$ cat config.mk
export PLATFORM = sky130hd
export DESIGN_NAME = ble_radio_sequencer
export DESIGN_NICKNAME = d
export VERILOG_FILES = /design/src/rtl/ble_seq_pkg.sv /design/src/rtl/ble_seq_timer.sv /design/src/rtl/ble_radio_sequencer.sv
export SDC_FILE = /design/constraint.sdc
export NUM_CORES = 1
export LEC_CHECK = 0
export BUFFER_PORTS_ARGS = -buffer_cell sky130_fd_sc_hd__buf_4
export CORE_ASPECT_RATIO = 0.6
export CORE_MARGIN = 2
export CORE_UTILIZATION = 35
export CTS_CLUSTER_SIZE = 28
export DETAILED_ROUTE_END_ITERATION = 12
export GPL_TIMING_DRIVEN = 1
export SLEW_MARGIN = 20
export SYNTH_ARGS = -nofsm -noshare
export SYNTH_HDL_FRONTEND = slang
export SYNTH_HIERARCHICAL = 1
export SYNTH_SLANG_ARGS = --single-unit
$ cat constraint.sdc
create_clock -name SYS_FCLK -period 3 [get_ports SYS_FCLK]
set_input_delay 0.15 -clock SYS_FCLK [delete_from_list [all_inputs] [get_ports SYS_FCLK]]
set_output_delay 0.15 -clock SYS_FCLK [all_outputs]
set_load 0.005 [all_outputs]
$ cat src/rtl/ble_seq_pkg.sv
// Shared types and defaults for the BLE radio sequencer.
// State encoding is visible on seq_state, so IDLE must stay at 0.
package ble_seq_pkg;

  localparam int CNT_W_DEFAULT       = 16;
  localparam int RAMP_CYCLES_DEFAULT = 4000;
  localparam int T_IFS_NOMINAL       = 15000;

  typedef enum logic [2:0] {
    ST_IDLE      = 3'd0,
    ST_TX_RAMP   = 3'd1,
    ST_TX_ACTIVE = 3'd2,
    ST_IFS_WAIT  = 3'd3,
    ST_RX_RAMP   = 3'd4,
    ST_RX_LISTEN = 3'd5,
    ST_RX_BUSY   = 3'd6
  } seq_state_e;

endpackage

$ cat src/rtl/ble_seq_timer.sv
// Loadable down counter that saturates at zero; hold freezes it.
// The zero flag is decoded straight from the count register.
module ble_seq_timer #(
  parameter int CNT_W = 16
) (
  input  logic             clk,
  input  logic             rst_n,
  input  logic             load,
  input  logic [CNT_W-1:0] load_val,
  input  logic             hold,
  output logic             zero
);

  logic [CNT_W-1:0] count_q;

  // NOTE: reset is synchronous (sampled on the clock edge) and all state uses <=.
  always_ff @(posedge clk) begin
    if (!rst_n) begin
      count_q <= '0;
    end else if (load) begin
      count_q <= load_val;
    end else if (!hold && (count_q != '0)) begin
      count_q <= count_q - 1'b1;
    end
  end

  assign zero = (count_q == '0);

endmodule

$ cat src/rtl/ble_radio_sequencer.sv
// TX/RX sequencer for the BLE PHY: radio ramp, T_IFS and RX listen window timing.
// Outputs are registered from the next state so they change together with seq_state.
module ble_radio_sequencer
  import ble_seq_pkg::*;
#(
  parameter int CNT_W       = CNT_W_DEFAULT,
  parameter int RAMP_CYCLES = RAMP_CYCLES_DEFAULT
) (
  input  logic             SYS_FCLK,
  input  logic             SYS_RESETn,
  input  logic             cmd_tx,
  input  logic             cmd_rx,
  input  logic             cmd_abort,
  input  logic             cfg_tx_then_rx,
  input  logic [CNT_W-1:0] cfg_ifs,
  input  logic [CNT_W-1:0] cfg_rx_win,
  input  logic             phy_tx_done,
  input  logic             phy_rx_sync,
  input  logic             phy_rx_done,
  output logic             phy_pa_en,
  output logic             phy_tx_en,
  output logic             phy_rx_en,
  output logic             busy,
  output logic [2:0]       seq_state,
  output logic             irq_tx_done,
  output logic             irq_rx_done,
  output logic             irq_rx_timeout,
  output logic             cmd_err
);

  localparam logic [CNT_W-1:0] RAMP_LOAD = CNT_W'(RAMP_CYCLES - 1);

  // A span of N cycles loads N-1; a programmed 0 behaves like 1.
  function automatic logic [CNT_W-1:0] span_load(input logic [CNT_W-1:0] cycles);
    return (cycles == '0) ? '0 : cycles - 1'b1;
  endfunction

  seq_state_e       state_q, state_d;
  logic             load, hold, zero;
  logic [CNT_W-1:0] load_val;
  logic             tx_done_d, rx_done_d, rx_timeout_d, cmd_err_d;

  ble_seq_timer #(.CNT_W(CNT_W)) u_timer (
    .clk      (SYS_FCLK),
    .rst_n    (SYS_RESETn),
    .load     (load),
    .load_val (load_val),
    .hold     (hold),
    .zero     (zero)
  );

  always_comb begin
    // NOTE: every combinational output is defaulted first so no path infers a latch.
    state_d      = state_q;
    load         = 1'b0;
    load_val     = '0;
    hold         = 1'b0;
    tx_done_d    = 1'b0;
    rx_done_d    = 1'b0;
    rx_timeout_d = 1'b0;
    cmd_err_d    = 1'b0;

    if (cmd_abort) begin
      state_d = ST_IDLE;
    end else begin
      cmd_err_d = (state_q != ST_IDLE) && (cmd_tx || cmd_rx);
      case (state_q)
        ST_IDLE: begin
          if (cmd_tx) begin
            state_d   = ST_TX_RAMP;
            load      = 1'b1;
            load_val  = RAMP_LOAD;
            cmd_err_d = cmd_rx;
          end else if (cmd_rx) begin
            state_d  = ST_RX_RAMP;
            load     = 1'b1;
            load_val = RAMP_LOAD;
          end
        end
        ST_TX_RAMP: if (zero) state_d = ST_TX_ACTIVE;
        ST_TX_ACTIVE: begin
          if (phy_tx_done) begin
            tx_done_d = 1'b1;
            if (cfg_tx_then_rx) begin
              state_d  = ST_IFS_WAIT;
              load     = 1'b1;
              load_val = span_load(cfg_ifs);
            end else begin
              state_d = ST_IDLE;
            end
          end
        end
        ST_IFS_WAIT, ST_RX_RAMP: begin
          if (zero) begin
            state_d  = ST_RX_LISTEN;
            load     = 1'b1;
            load_val = span_load(cfg_rx_win);
          end
        end
        ST_RX_LISTEN: begin
          // Sync beats a window expiring in the same cycle.
          if (phy_rx_sync) begin
            state_d = ST_RX_BUSY;
            hold    = 1'b1;
          end else if (zero) begin
            state_d      = ST_IDLE;
            rx_timeout_d = 1'b1;
          end
        end
        ST_RX_BUSY: begin
          hold = 1'b1;
          if (phy_rx_done) begin
            state_d   = ST_IDLE;
            rx_done_d = 1'b1;
          end
        end
        default: state_d = ST_IDLE;
      endcase
    end

    // Park the counter at 0 whenever the sequencer is idle.
    if (state_d == ST_IDLE) begin
      load     = 1'b1;
      load_val = '0;
    end
  end

  always_ff @(posedge SYS_FCLK) begin
    if (!SYS_RESETn) begin
      state_q        <= ST_IDLE;
      phy_pa_en      <= 1'b0;
      phy_tx_en      <= 1'b0;
      phy_rx_en      <= 1'b0;
      busy           <= 1'b0;
      irq_tx_done    <= 1'b0;
      irq_rx_done    <= 1'b0;
      irq_rx_timeout <= 1'b0;
      cmd_err        <= 1'b0;
    end else begin
      state_q        <= state_d;
      phy_pa_en      <= (state_d != ST_IDLE);
      phy_tx_en      <= (state_d == ST_TX_ACTIVE);
      phy_rx_en      <= (state_d == ST_RX_LISTEN) || (state_d == ST_RX_BUSY);
      busy           <= (state_d != ST_IDLE);
      irq_tx_done    <= tx_done_d;
      irq_rx_done    <= rx_done_d;
      irq_rx_timeout <= rx_timeout_d;
      cmd_err        <= cmd_err_d;
    end
  end

  assign seq_state = state_q;

endmodule

# After elaboration in Yosys (flattened, before gate mapping)
# Index checks and enable logic that the tools add are counted.
[classes]
n_bitwise = 4
magnitude_cmp = 0
div_mod_pow = 0
n_addsub = 3
n_mul = 0
reduce_logical = 19
n_mux = 38
shifts = 0
n_eq_ne = 9
[op_table]
columns = ["op", "count"]
rows = [
  ["$mux W16", 9],
  ["$logic_not A16 Y1", 3],
  ["$pmux W16 S3", 1],
  ["$sub A16 B1 Y16 const B", 3],
  ["$mux W3", 9],
  ["$mux W12", 2],
  ["$pmux W3 S6", 1],
  ["$reduce_bool A16 Y1", 1],
  ["$eq A3 B3 Y1 const B", 5],
  ["$mux W1", 13],
  ["$eq A3 B2 Y1 const B", 3],
  ["$logic_not A3 Y1", 2],
  ["$reduce_bool A3 Y1", 2],
  ["$reduce_or A3 Y1", 2],
  ["$not A1 Y1", 4],
  ["$reduce_or A2 Y1", 2],
  ["$reduce_or A4 Y1", 1],
  ["$eq A3 B1 Y1 const B", 1],
  ["$pmux W1 S3", 1],
  ["$logic_and A1 B1 Y1", 2],
  ["$logic_or A1 B1 Y1", 2],
  ["$mux W2", 1],
  ["$pmux W1 S2", 1],
  ["$reduce_bool A2 Y1", 1],
  ["$logic_not A1 Y1", 1],
]
[word_totals]
ff_bits = 26
romBits = 0
latch_bits = 0
ram_bits = 0
n_memories = 0
elab_cells = 82

# Longest topological paths before layout
# Gate-level depths: netlist of the first run.
[depth]
depth_word = 8
ltp_mapped = 16
depth_no_buf = 14

# By module
# The synthesis of the first run kept the hierarchy.
[by_module_without_submodules]
columns = ["module", "area_each_um2", "instances", "cells_per_inst"]
rows = [
  ["ble_radio_sequencer", 1512.7, 1, 216],
  ["ble_seq_timer", 1037.2, 1, 132],
]

# Worst setup path before layout of the first run
# OpenSTA, ideal clock, no wires.
[synth_path]
path_kind = "register -> register"
start = "register u_timer.count_q[0]"
end = "register u_timer.count_q[0]"
stages_incl_launch_ff = 15
period_less_slack_ns = 3.284
arrival_ns = 3.166
n_path_buf = 2
t_required_ns = 2.883
slack_ns = -0.284
path_cell_list = "dfxtp_1 > inv_1 > ha_1 > nor3b_1 > nand2_1 > nor2_1 > nand2b_1 > a31oi_1 > a211oi_1 > a31oi_1 > nand4_1 > clkbuf_1 > clkbuf_1 > o31ai_1 > a32o_1"
[synth_between]
elab_chain_cells = 8
[synth_lines]
columns = ["item", "line_no", "text"]
rows = [
  ["start: declaration", "ble_seq_timer.sv:14", "logic [CNT_W-1:0] count_q;"],
  ["start signal: assignment", "ble_seq_timer.sv:21", "count_q <= load_val;"],
  ["start signal: assignment", "ble_seq_timer.sv:23", "count_q <= count_q - 1'b1;"],
  ["$logic_not A16 Y1 *", "ble_seq_timer.sv:27", "assign zero = (count_q == '0);"],
  ["named net zero", "ble_radio_sequencer.sv:39", "logic load, hold, zero;"],
  ["$mux W3", "ble_radio_sequencer.sv:105", "end else if (zero) begin"],
  ["$mux W3", "ble_radio_sequencer.sv:102", "if (phy_rx_sync) begin"],
  ["$pmux W3 S6", "ble_radio_sequencer.sv:67", "case (state_q)"],
  ["$mux W3", "ble_radio_sequencer.sv:63", "if (cmd_abort) begin"],
  ["$logic_not A3 Y1", "ble_radio_sequencer.sv:122", "if (state_d == ST_IDLE) begin"],
  ["$mux W1 *", "ble_radio_sequencer.sv:122", ""],
  ["named net load", "ble_radio_sequencer.sv:39", ""],
  ["$mux W16 / $reduce_bool A2 Y1 (equally long branches)", "n/a", ""],
]
# Mark *: on every way through the listed nets, which the timed path passes. The rest lies on a longest branch. The select of a mux whose other input is x is not followed.
# A chain may end at the register's enable or synchronous reset.

# Final worst setup path of the first run
[layout_path]
start = "register u_timer.count_q[1]"
end = "register u_timer.count_q[0]"
[layout_between]
elab_chain_cells = 8
[layout_lines]
columns = ["item", "line_no", "text"]
rows = [
  ["$logic_not A16 Y1 *", "ble_seq_timer.sv:27", ""],
  ["named net zero", "ble_radio_sequencer.sv:39", ""],
  ["$mux W3", "ble_radio_sequencer.sv:105", ""],
  ["$mux W3", "ble_radio_sequencer.sv:102", ""],
  ["$pmux W3 S6", "ble_radio_sequencer.sv:67", ""],
  ["$mux W3", "ble_radio_sequencer.sv:63", ""],
  ["$logic_not A3 Y1", "ble_radio_sequencer.sv:122", ""],
  ["$mux W16 *", "ble_radio_sequencer.sv:122", ""],
  ["named net load_val[0]", "ble_radio_sequencer.sv:40", "logic [CNT_W-1:0] load_val;"],
  ["$mux W16 *", "ble_seq_timer.sv:20", "end else if (load) begin"],
]
# Mark *: on every way through the listed nets, which the timed path passes. The rest lies on a longest branch.

==> out/metrics.yaml, run 1 <==
run_status:
  status: "finished, final reports clean"
timing:
  fmax_mhz: 351
  rsz0062_at_grt: "false"
  worstMarginPinSlew_ns: 0.998
  max_slew_margin_pct: 32.6
  finalSetupViolCount: 0
  fin_crit_ns: 2.85
  finalSetupTns_ns: 0
  period_share_pct: 94.8
  setup_slack_ns: 0.155
  slew_viol_final: 0
  skew_ns: 0.00751
  hold_viol: 0
routing:
  topRoutingLayerUsed: "met4"
  vias: 2932
  m1WireLength_um: 4390
  viasPerCell: 5.78
  drc: 0
  avgRoutedWirePerCell_um: 17.0
  dr_wl_met2_um: 3380
  drtAntennaViolNets: 0
  drt_pass1_iterations: 4
  dr_wl_met3_um: 808
  drt-total-wl_um: 8590
  drt_iter0_markers: 233
logic_synthesis:
  synth_top_family_by_area: "simple AND/OR/NAND/NOR gates"
  yosysMostFrequentCell: "nor2_1"
  ys.flop_type: "dfxtp_1"
  synthXorXnorAreaFrac_pct: 7.90
  synth_area_leaders: "dfxtp_1, nor2_1, nand2_1, xor2_1, xnor2_1"
  synth_cell_types: 64
  yosysSeqAreaShare_pct: 20.4
  netlist_area_um2: 2550
  ys_ff_latch: 26
  synth.avg_cell_area_um2: 7.33
  syn_inst: 348
  synthAdderAreaFrac_pct: 1.86
  synth.mux.area_fraction_pct: 0.785
  synth-simple-area-share_pct: 35.4
  synth_compound_area_share_pct: 28.2
  synth_edf_count: 0
  synthArstFlopShare_pct: 0
  synth_top_area_share_pct: 20.4
  synth_common_cells: "nor2_1, nand2_1, dfxtp_1"
  syn_nets: 392
  yosysTopAreaCell: "dfxtp_1"
  ys_warn_count: 6
clock_network:
  clkSlewWorstSetupHoldPaths_ns: 0.07
  cts_root_buf: "clkbuf_16"
  clock-sinks: 26
  cts_made_buffers: 3
  clk_latency_ns: 0.27
  clockBufferDepth: 2
  cts_tree: "yes"
  htree_levels: 1
  postCtsHoldBufs: 0
critical_path:
  cp.required_ns: 3.21
  cp-start-kind: "flop"
  path_max_fanout: 8
  critPathKind: "flop to flop"
  cp-end-kind: "flop"
  reg2reg_depth: 16
  worstPathArrival_ns: 3.06
global_route:
  grt_pass1_wl_um: 14000
  grt_overflow: 0
  grt_pass1_vias: 2732
  grtUsageTotal_pct: 21.8
  antenna_found_initial: 0
  grt_max_degree: 26
floorplan:
  core_um2: 7150
  ioPinCount: 52
  dieWidth_um: 114
  die_y_um: 70.1
  fp.dieArea_um2: 8010
  start_util_pct: 35.7
  rows: 24
power_and_ir_drop:
  peakVddDrop_mv: 0.350
  power.density_nw_per_um2: 869
  p_leak_nw: 1.26
min_path:
  hold_class: "input pin to flop"
  hold_depth: 2
run:
  cap_violations: 0
placed_design:
  numPortBuffers: 51
  dp_hpwl_um: 6890
  pre_cts_ws_ns: 0.0964
  gp_congestion: 0.896
finish:
  nets: 461
  area_growth_pct: 30.7
  n_fill_cell: 744
  diodes: 0
  final_layout_size_suffix_gt1_share_pct: 26.7
-- timing repair --
item / 4_1_cts / 5_1_grt
buffers inserted: 0 / 3
endpoints found under the setup margin: 0 / 15
gates resized for setup: 0 / 8
-- through the flow --
stage               instances  power [mW]  hold slack [ns]  cell area (µm²)  util (%)
finish                    507        2.90            0.118             3330      46.6
global route              507        3.10            0.121             3330      46.6
CTS                       504        2.76            0.107             3290      46.0
detailed placement        500        2.42            0.388             3200      44.7
global placement          500        2.40            0.397             3200      44.7
floorplan                 348        1.73            0.229             2560         -
-- metal layers --
metal	up-vias	global-route usage, %
met3	4	6.51
met1	1343	34.3
met2	120	30.3
met4	0	0.813
li1	1465	-
met5	-	0
-- worst paths after layout --
kind | start | endpoint | slack (ns)
max | u_timer/count_q[1]$_SDFFE_PN0P_ | u_timer/count_q[0]$_SDFFE_PN0P_ | 0.15
min | phy_rx_sync | irq_rx_timeout$_SDFF_PP0_ | 0.12
max reg2reg | u_timer/count_q[1]$_SDFFE_PN0P_ | u_timer/count_q[0]$_SDFFE_PN0P_ | 0.15
min reg2reg | u_timer/count_q[13]$_SDFFE_PN0P_ | u_timer/count_q[13]$_SDFFE_PN0P_ | 0.48
-- power breakdown --
part	internal, mW	switching [mW]
clock	0.204	0.123
sequential	0.434	0.103
combinational	0.876	1.16
total	1.51	1.38
-- critical path, cell delays in order, from the launching register on --
cell	delay, ns
dfxtp_1	0.37
inv_1	0.06
ha_1	0.21
nor3b_4	0.16
nand2_1	0.14
nor2_4	0.07
buf_4	0.14
nand3b_1	0.15
a21oi_1	0.16
a211oi_2	0.07
buf_4	0.17
a311o_2	0.46
buf_4	0.18
a21oi_1	0.13
a21oi_1	0.08
nor2b_1	0.11
a32o_1	0.12
-- cell usage in the layout (no fill, tap or decap), types with 9 or more instances in the layout --
cell	Yosys	final
nor3_1	15	15
xnor2_1	11	11
a31oi_1	10	9
buf_4	1	82
xor2_1	12	12
a21oi_1	17	17
nor4_1	12	12
nor2_1	34	33
nand2_1	31	31
dfxtp_1	26	25
o21ai_0	14	14
inv_1	12	12
-- flip-flops by register name, indices dropped and copies added (netlist names) --
signal	cells
busy	1
cmd_err	1
irq_rx_done	1
irq_rx_timeout	1
irq_tx_done	1
phy_rx_en	1
phy_tx_en	1
seq_state	3
u_timer/count_q	16
-- cell type report --
cell class	instances	area (µm²)	share of cell area, %
Inverter	12	45.0	1.35
Tap cell	91	114	3.42
Multi-Input combinational cell	291	1930	57.8
Timing Repair Buffer	83	636	19.1
Sequential cell	26	522	15.7
Clock buffer	4	88.8	2.67
-- logic make-up after synthesis --
| family | Yosys count |
|---|---|
| buffers and inverters | 31 |
| flip-flops | 26 |
| XOR/XNOR | 23 |
| AO/OA/AOI/OAI | 101 |
| AND/OR/NAND/NOR | 161 |
| multiplexers | 2 |
| adder cells (fa/ha/maj) | 4 |
Note: power is estimated with default switching activity, not from simulation.
==> run 2, diff against run 1 <==
- SYNTH_HIERARCHICAL: 1 -> not set
==> run 2 against run 1 <==
Against the previous run: die area fell by 12%; clock power fell by 39%; first-iteration DRC count grew 2.1%; critical path type unchanged; area after synthesis is 12% lower; clock skew down 0.0034 ns; worst hold slack lost 0.0022 ns; largest cell class unchanged; total power down 49%; cell count is 16% lower.
==> out/metrics.yaml, run 2 <==
power_and_ir_drop:
  p_sw_share_pct: 42.0  # -5.7 points
  power.internal_uw: 853  # -44%
  power.density_nw_per_um2: 535  # -38%
  p_comb_share_pct: 54.4  # -16 points
  p_leak_nw: 1.06  # -16%
  peakVddDrop_mv: 0.321  # -8.4%
  switchingPower_uw: 618  # -55%
  clkPwrFrac_pct: 13.5  # +2.2 points
  p_seq_share_pct: 32.1  # +14 points
floorplan:
  rows: 22  # -8.3%
  start_util_pct: 36.4  # +0.68 points
  die_y_um: 65.9  # -6.1%
  fp.dieArea_um2: 7050  # -12%
  ioPinCount: 52  # unchanged
  core_um2: 6140  # -14%
  dieWidth_um: 107  # -6.2%
min_path:
  hold_class: "input pin to flop"
clock_network:
  cts_root_buf: "clkbuf_8"
  postCtsSetupBuffers: 0  # unchanged
  clockBufferDepth: 2  # unchanged
  clock-sinks: 26  # unchanged
  cts_made_buffers: 3  # unchanged
  cts_resized: 0  # unchanged
  clkSlewWorstSetupHoldPaths_ns: 0.09  # +0.02 ns
  postCtsHoldBufs: 0  # unchanged
  clk_latency_ns: 0.27  # about the same
  htree_levels: 1  # unchanged
  cts_tree: "yes"
logic_synthesis:
  yosysSeqAreaShare_pct: 23.3  # +2.9 points
  ys.flop_type: "dfxtp_1"
  netlist_area_um2: 2230  # -12%
  yosysTopAreaCell: "dfxtp_1"
  synth_edf_count: 0  # unchanged
  syn_inst: 292  # -16%
  synth.avg_cell_area_um2: 7.64  # +4.3%
  yosysMostFrequentCell: "nor2_1"
  synth_common_cells: "nor2_1, a211oi_1, dfxtp_1"
  synthArstFlopShare_pct: 0  # unchanged
  ys_warn_count: 0  # -6
  syn_nets: 337  # -14%
  synth_cell_types: 50  # -22%
  ys_ff_latch: 26  # unchanged
  synth_area_leaders: "dfxtp_1, a211oi_1, xnor2_1, nor2_1, xor2_1"
  synth_top_area_share_pct: 23.3  # +2.9 points
placed_design:
  place_area_um2: 2700  # -15%
  pre_cts_ws_ns: 0.532  # +0.436 ns
  numPortBuffers: 51  # unchanged
  dp_hpwl_um: 5170  # -25%
  gp_congestion: 0.858  # -4.3%
critical_path:
  cp.required_ns: 3.12  # -0.09 ns
  cp-start-kind: "flop"
  worstPathArrival_ns: 2.63  # -0.43 ns
  cp-end-kind: "flop"
  path_max_fanout: 17  # +9
  critPathKind: "flop to flop"
routing:
  avgRoutedWirePerCell_um: 15.0  # -11%
  drt-total-wl_um: 6360  # -26%
  drt_iter0_markers: 238  # +2.1%
  drt_pass1_iterations: 4  # unchanged
  drtAntennaViolNets: 0  # unchanged
  drc: 0  # unchanged
  viasPerCell: 5.41  # -6.5%
  vias: 2292  # -22%
timing:
  finalSetupTns_ns: 0  # unchanged
  skew_ns: 0.00416  # -0.00335 ns
  hold_viol: 0  # unchanged
  setup_slack_ns: 0.492  # +0.338 ns
  finalSetupViolCount: 0  # unchanged
  rsz0062_at_grt: "false"
  period_share_pct: 83.6  # -11 points
  timing.hold.ws_ns: 0.116  # -0.00220 ns
  max_slew_margin_pct: 49.9  # +17 points
  fmax_mhz: 399  # +13%
  worstMarginPinSlew_ns: 0.749  # -0.249 ns
  fin_crit_ns: 2.51  # -0.338 ns
  slew_viol_final: 0  # unchanged
finish:
  area_growth_pct: 23.0
  regArea_um2: 520  # -0.24%
  n_fill_cell: 649  # -13%
  final_common_cell: "buf_4"
  nets: 387  # -16%
  diodes: 0  # unchanged
  regMostFlops: "u_timer.count_q"
  largest_reg_flops: 16  # unchanged
  fin_util_pct: 44.7  # -1.9 points
  multiInputGateArea_um2: 1610  # -16%
  final_layout_size_suffix_gt1_share_pct: 22.4  # -4.3 points
  final_cell_mix: "buf_4, nor2_1, a211oi_1"
  fin_area_um2: 2750  # -18%
global_route:
  grt_max_degree: 18  # -31%
  grt_pass1_wl_um: 9940  # -29%
  antenna_found_initial: 0  # unchanged
  grt_pass1_vias: 1963  # -28%
  grt_overflow: 0  # unchanged
  grtUsageTotal_pct: 17.8  # -4.0 points
run:
  cap_violations: 0  # unchanged
run_status:
  status: "finished, final reports clean"
run 2: per-layer routing:
layer	up-vias	track usage, %	share of wire (%)
met3	2	4.63	8.7
li1	1169	-	-
met4	0	1.95	0.14
met5	-	0	0
met2	80	22.8	37
met1	1041	29.0	54
run 2: layout make-up:
cell class | instances | area share, %
Sequential cell | 26 | 19.0
Timing Repair Buffer | 57 | 15.6
Inverter | 10 | 1.37
Tap cell | 84 | 3.83
Multi-Input combinational cell | 244 | 58.8
Clock buffer | 3 | 1.50
run 2: final timing paths:
path / end / start / depth (start not counted) / slack [ns]
setup / recovery: u_timer.count_q[2]$_SDFFE_PN0P_ / u_timer.count_q[0]$_SDFFE_PN0P_ / 9 / 0.49
setup reg to reg: u_timer.count_q[2]$_SDFFE_PN0P_ / u_timer.count_q[0]$_SDFFE_PN0P_ / 9 / 0.49
hold / removal: irq_rx_done$_SDFF_PP0_ / phy_rx_done / 3 / 0.12
hold reg to reg: u_timer.count_q[3]$_SDFFE_PN0P_ / u_timer.count_q[3]$_SDFFE_PN0P_ / 2 / 0.54
run 2: through the flow:
stage / power [mW] / cells
5_1_grt: 1.59 / 424
3_3_place_gp: 1.26 / 421
4_1_cts: 1.47 / 424
6_report: 1.47 / 424
3_5_place_dp: 1.26 / 421
2_1_floorplan: 1.04 / 292
run 2: power groups by stage:
stage                     logic (mW)  clock network (mW)  registers (mW)
after global routing           0.891               0.218           0.479
final                          0.800               0.199           0.472
after floorplan                0.580                   0           0.458
after CTS                      0.798               0.206           0.470
after global placement         0.781                   0           0.476
after detailed placement       0.787                   0           0.477
run 2: kinds of logic (layout without fill, tap and decap cells):
| logic type | after synthesis | count (layout) | synth area share [%] |
|---|---|---|---|
| buffers and inverters | 22 | 70 | 4.54 |
| muxes | 2 | 2 | 0.953 |
| and+or+nand+nor | 133 | 133 | 32.8 |
| adders and majority gates | 4 | 4 | 2.24 |
| AOI/OAI and AO/OA | 71 | 71 | 22.8 |
| xor gates and xnor gates | 34 | 34 | 13.3 |
| DFF | 26 | 26 | 23.3 |
run 2: critical path, cell delays in order, from the launching register on:
cell and delay, ns:
dfxtp_1 0.36, inv_1 0.09, ha_1 0.14, nor4b_2 0.35, nand4_1 0.27, a211oi_1 0.53, nand2b_1 0.13, a21oi_2 0.15
buf_4 0.25, a211oi_1 0.08
